--- src/rtl/alu_ctrl_seq.sv ---
// Registered ALU control decoder with multi-cycle MUL/DIV sequencing and pipeline stall.
// Optional illegal-op flag enabled by defining ALU_CTRL_ILLEGAL_EN.
module alu_ctrl_seq #(
  parameter int unsigned CTRL_W     = 3,
  parameter int unsigned MUL_CYCLES = 4,
  parameter int unsigned DIV_CYCLES = 32
) (
  input  logic              clk,
  input  logic              rst_n,
  input  logic              in_valid,
  input  logic [1:0]        ALUOp,
  input  logic [5:0]        Funct,
  output logic [CTRL_W-1:0] alu_control,
  output logic              ctrl_valid,
  output logic              stall,
  output logic              mdu_start,
  output logic              mdu_op,
  output logic              illegal_op
);

  localparam int unsigned MaxCycles = (MUL_CYCLES > DIV_CYCLES) ? MUL_CYCLES : DIV_CYCLES;
  localparam int unsigned CntW      = (MaxCycles > 2) ? $clog2(MaxCycles) : 1;

  localparam logic [CntW-1:0] MulLoad = CntW'(MUL_CYCLES - 2);
  localparam logic [CntW-1:0] DivLoad = CntW'(DIV_CYCLES - 2);

  localparam logic [1:0] StIdle = 2'd0;
  localparam logic [1:0] StBusy = 2'd1;
  localparam logic [1:0] StDone = 2'd2;

  localparam logic [2:0] CodeAnd = 3'b000;
  localparam logic [2:0] CodeOr  = 3'b001;
  localparam logic [2:0] CodeAdd = 3'b010;
  localparam logic [2:0] CodeSub = 3'b100;
  localparam logic [2:0] CodeMul = 3'b101;
  localparam logic [2:0] CodeSlt = 3'b110;
  localparam logic [2:0] CodeDiv = 3'b111;

  logic [1:0]        state_q, state_d;
  logic [CntW-1:0]   cnt_q, cnt_d;
  logic [2:0]        code_q, code_d;
  logic [CTRL_W-1:0] alu_control_q, alu_control_d;
  logic              ctrl_valid_q, ctrl_valid_d;
  logic              mdu_start_q, mdu_start_d;
  logic              mdu_op_q, mdu_op_d;

  logic [2:0] dec_code;
  logic       dec_multi;
  logic       dec_div;
  logic       accept;

  always_comb begin
    dec_code  = CodeAdd;
    dec_multi = 1'b0;
    dec_div   = 1'b0;
    case (ALUOp)
      2'b01: dec_code = CodeSub;
      2'b10: begin
        case (Funct)
          6'b100000: dec_code = CodeAdd;
          6'b100010: dec_code = CodeSub;
          6'b100100: dec_code = CodeAnd;
          6'b100101: dec_code = CodeOr;
          6'b101010: dec_code = CodeSlt;
          6'b011100: begin
            dec_code  = CodeMul;
            dec_multi = 1'b1;
          end
          6'b011010: begin
            dec_code  = CodeDiv;
            dec_multi = 1'b1;
            dec_div   = 1'b1;
          end
          default: dec_code = CodeAdd;
        endcase
      end
      default: dec_code = CodeAdd;
    endcase
  end

  // Inputs are only consumed in IDLE or DONE; BUSY ignores in_valid entirely.
  assign accept = in_valid && ((state_q == StIdle) || (state_q == StDone));
  assign stall  = (state_q == StBusy) || (accept && dec_multi);

  always_comb begin
    state_d       = state_q;
    cnt_d         = cnt_q;
    code_d        = code_q;
    alu_control_d = alu_control_q;
    ctrl_valid_d  = 1'b0;
    mdu_start_d   = 1'b0;
    mdu_op_d      = mdu_op_q;
    case (state_q)
      StIdle, StDone: begin
        state_d = StIdle;
        if (in_valid) begin
          if (dec_multi) begin
            state_d     = StBusy;
            code_d      = dec_code;
            cnt_d       = dec_div ? DivLoad : MulLoad;
            mdu_start_d = 1'b1;
            mdu_op_d    = dec_div;
          end else begin
            ctrl_valid_d  = 1'b1;
            alu_control_d = CTRL_W'(dec_code);
          end
        end
      end
      StBusy: begin
        if (cnt_q == '0) begin
          state_d       = StDone;
          ctrl_valid_d  = 1'b1;
          alu_control_d = CTRL_W'(code_q);
        end else begin
          cnt_d = cnt_q - 1'b1;
        end
      end
      default: state_d = StIdle;
    endcase
  end

  always_ff @(posedge clk or negedge rst_n) begin
    if (!rst_n) begin
      state_q       <= StIdle;
      cnt_q         <= '0;
      code_q        <= '0;
      alu_control_q <= '0;
      ctrl_valid_q  <= 1'b0;
      mdu_start_q   <= 1'b0;
      mdu_op_q      <= 1'b0;
    end else begin
      state_q       <= state_d;
      cnt_q         <= cnt_d;
      code_q        <= code_d;
      alu_control_q <= alu_control_d;
      ctrl_valid_q  <= ctrl_valid_d;
      mdu_start_q   <= mdu_start_d;
      mdu_op_q      <= mdu_op_d;
    end
  end

  assign alu_control = alu_control_q;
  assign ctrl_valid  = ctrl_valid_q;
  assign mdu_start   = mdu_start_q;
  assign mdu_op      = mdu_op_q;

`ifdef ALU_CTRL_ILLEGAL_EN
  logic dec_illegal;
  logic illegal_q;

  always_comb begin
    dec_illegal = 1'b0;
    if (ALUOp == 2'b11) begin
      dec_illegal = 1'b1;
    end else if (ALUOp == 2'b10) begin
      case (Funct)
        6'b100000, 6'b100010, 6'b100100, 6'b100101,
        6'b101010, 6'b011100, 6'b011010: dec_illegal = 1'b0;
        default:                         dec_illegal = 1'b1;
      endcase
    end
  end

  // Illegal ops always decode as single-cycle ADD, so the flag lines up with ctrl_valid.
  always_ff @(posedge clk or negedge rst_n) begin
    if (!rst_n) begin
      illegal_q <= 1'b0;
    end else begin
      illegal_q <= accept && dec_illegal;
    end
  end

  assign illegal_op = illegal_q;
`else
  assign illegal_op = 1'b0;
`endif

endmodule

--- config.mk ---
export PLATFORM = sky130hd
export DESIGN_NAME = alu_ctrl_seq
export DESIGN_NICKNAME = d
export VERILOG_FILES = /design/src/rtl/alu_ctrl_seq.sv
export SDC_FILE = /design/constraint.sdc
export NUM_CORES = 1
export LEC_CHECK = 0
export ABC_CLOCK_PERIOD_IN_PS = 3600
export BUFFER_PORTS_ARGS = -buffer_cell sky130_fd_sc_hd__buf_2
export CORE_UTILIZATION = 50
export DETAILED_ROUTE_END_ITERATION = 8
export GPL_ROUTABILITY_DRIVEN = 0
export PLACE_DENSITY = 0.79
export SETUP_SLACK_MARGIN = 0.1
export SYNTH_ARGS = -nofsm -noshare
export SYNTH_HDL_FRONTEND = slang
export SYNTH_SLANG_ARGS = --single-unit
--- constraint.sdc ---
create_clock -name clk -period 3.6 [get_ports clk]
set_input_delay 0.36 -clock clk [delete_from_list [all_inputs] [get_ports clk]]
set_output_delay 0.36 -clock clk [all_outputs]
set_load 0.01 [all_outputs]
==> metrics.txt <==
status finished clean; mux share of post-synthesis cell area 0%; synthesized area per cell 10.1 sq um; largest family of logic cells by synthesized area simple AND/OR/NAND/NOR gates; fmax 0.512 GHz; Clock Path Buffers 2; sw frac 25.0%; Final #Nets 127; H-tree depth 1; RSZ-0062 raised after global routing no; grt ovf 0; via count 772; Synth Area in XOR/XNOR 2.69%; crit path DAT 1590 ps; Tightest Pin Transition 623 ps; drt first pass iters 4; all-layer global routing usage 22.1%; Syn Nets 107; simple-gate share of the synthesized area 23.0%; Vias/cell 5.68; Yosys reg bits 16; cell count after synthesis 92; most frequent CP cell buf_2; Int Power 273 uW; Synth top area share 43.0%; post-synthesis cell type count 35; register share of total power 52.4%; # Max-Cap Violations 0; list of most frequent post-synthesis cells dfrtp_1, inv_1, nand2_1, o21ai_0, nor2_1; post-synth top area cell dfrtp_1; DP HPWL 1420 microns; Finished Core Util 62.3%; post-route setup TNS 0 ps; Die H 45.2 microns; Compound-Gate Fraction of Synth Area 20.8%; Worst path max stage delay 470 ps; share of layout cells above drive strength 1 25.2%; Fillers 149; fin. max-slew vios 0; Setup violations, final 0; Total Routed Length 1850 microns; Net Sw Power 91.2 uW; Ys Warns 0; top-count cell post-synth dfrtp_1; Synth area leaders dfrtp_1, ha_1, o21ai_0; initial antenna violation count 0; crit path kind input port to output pin; WL/cell 13.6 microns; Gate power share 14.8%; Post-synth ARST share 100%; largest net degree at the start of global routing 17; I/O Buffers 17; Post-synth top flop dfrtp_1; Clk network pwr share 32.8%; Critical Path Source Type input port; worst skew pair latency 290 ps; number of buffers and inverters on the critical path 3; Antenna diodes 0; Post-synth EDFFs 0; Max FO, Critical Path 13; worst hold path type input port to async pin; FP Rows 15; Leak 0.537 nW; CTS tree yes; Post-CTS Setup Inserts 0; DRC 0; Reg clk slew, reported paths 100 ps; Fin. Hold Viols 0; CP top delay family simple AND/OR/NAND/NOR gates; register area share after synthesis 43.0%; register area 400 sq um; area of the multi-input gates 487 sq um; Iter 0 DRT Violations 27; slowest CP cell nand4_1; Synth Area in Adders 5.38%; pwr/cell area 338 nW/um^2; first-pass GRT wire length 3150 microns; Critical Path RT 3240 ps; critical path capture point type output pin; vias in the first global route 696; VDD IR-drop max 215 uV; Max Clock Skew 6.94 ps; Tmin final 1950 ps; width of the die 45.2 microns; CTS Buf Count 3; Routed Antenna Nets 0; synthesized area 931 sq um; Core Region 1730 sq um; Tcrit/Tclk final 54.3%; root buf cell clkbuf_4; io pins 19; Slew HR 58.4%; area growth from synthesis to layout 15.6%; CP cell instances buf_2 -> inv_1 -> ha_1 -> nand4_1 -> nand2_1 -> buf_2; CTS Sinks 16; Initial Util 53.9%; full die area 2040 sq um
-- through the flow --
step	power (mW)	area (sq um)	worst slack [ps]	hold WS, ps	instances
after floorplan	0.225	931	2090	64.4	92
after global placement	0.246	1030	1680	283	131
after detailed placement	0.247	1030	1640	287	131
after CTS	0.368	1080	1640	491	136
after global routing	0.381	1080	1510	522	136
final	0.364	1080	1650	491	136
-- power by group through the flow --
| stage | clock network [mW] | logic, mW | registers (mW) |
|---|---|---|---|
| after floorplan | 0 | 0.0290 | 0.196 |
| after global placement | 0 | 0.0517 | 0.194 |
| after CTS | 0.123 | 0.0539 | 0.191 |
| after global routing | 0.128 | 0.0607 | 0.192 |
| final | 0.120 | 0.0539 | 0.191 |
| after detailed placement | 0 | 0.0526 | 0.194 |
-- routing by layer --
| metal | up-vias | share of wire [%] | global-route usage, % |
|---|---|---|---|
| li1 | 375 | - | - |
| met1 | 356 | 47 | 28.8 |
| met2 | 36 | 45 | 34.8 |
| met3 | 5 | 5.3 | 3.60 |
| met4 | 0 | 2.4 | 12.7 |
| met5 | - | 0 | 0 |
-- cell families after synthesis --
group,after synthesis
and+or+nand+nor,34
AOI/OAI and AO/OA,25
DFF,16
buffers and inverters,10
adders and majority gates,4
xor gates and xnor gates,2
other,1
-- sequential cells by signal, summed over array words and instances (netlist names) --
register / flops
alu_control: 3
cnt_q: 5
code_q: 3
ctrl_valid: 1
mdu_op: 1
mdu_start: 1
state_q: 2
-- worst register-to-register path, delay by kind of cell, from the launching register on --
kind            cells  cell delay, ps
compound gates      1             190
buf+inv             1             150
simple gates        3             930
flops               1             410
-- cells in the final DEF, fill, tap and decap left out, types with 2 or more instances in the layout --
master     Yosys  routed
o221ai_1       2       2
o221a_1        2       2
nand4_1        2       2
nand2_1        7       7
nor2_1         5       5
a21o_1         3       3
ha_1           4       4
o2bb2ai_1      2       2
a32o_1         2       2
dfrtp_1       16      16
nor3_1         2       2
o21a_1         2       2
inv_1          7       7
o21ai_0        7       7
clkbuf_4       0       3
nand2b_1       3       3
nand3_1        3       3
nor2b_1        2       2
a31oi_1        2       2
buf_2          2      17
nand4bb_1      2       2
-- area by class of cell --
class	instances	area share, %
Tap cell	25	2.91
Inverter	7	2.44
Timing Repair Buffer	18	8.84
Multi-Input combinational cell	66	45.2
Clock buffer	4	3.37
Sequential cell	16	37.2
-- final timing paths --
check / from / to / slack, ps / cells after the start
setup / recovery: ALUOp[0] / stall / 1650 / 6
hold / removal: rst_n / state_q[0] / 490 / 2
setup reg to reg: state_q[0] / alu_control[1] / 1860 / 5
hold reg to reg: mdu_op / mdu_op / 490 / 2
max in group asynchronous: rst_n / alu_control[1] / 2850 / 2
min in group clk: mdu_op / mdu_op / 490 / 2
-- repair_timing --
action,CTS,global route
gates resized for setup,0,0
endpoints found under the hold margin,16,0
hold buffers,1,0
(Power assumes the default switching activity.)
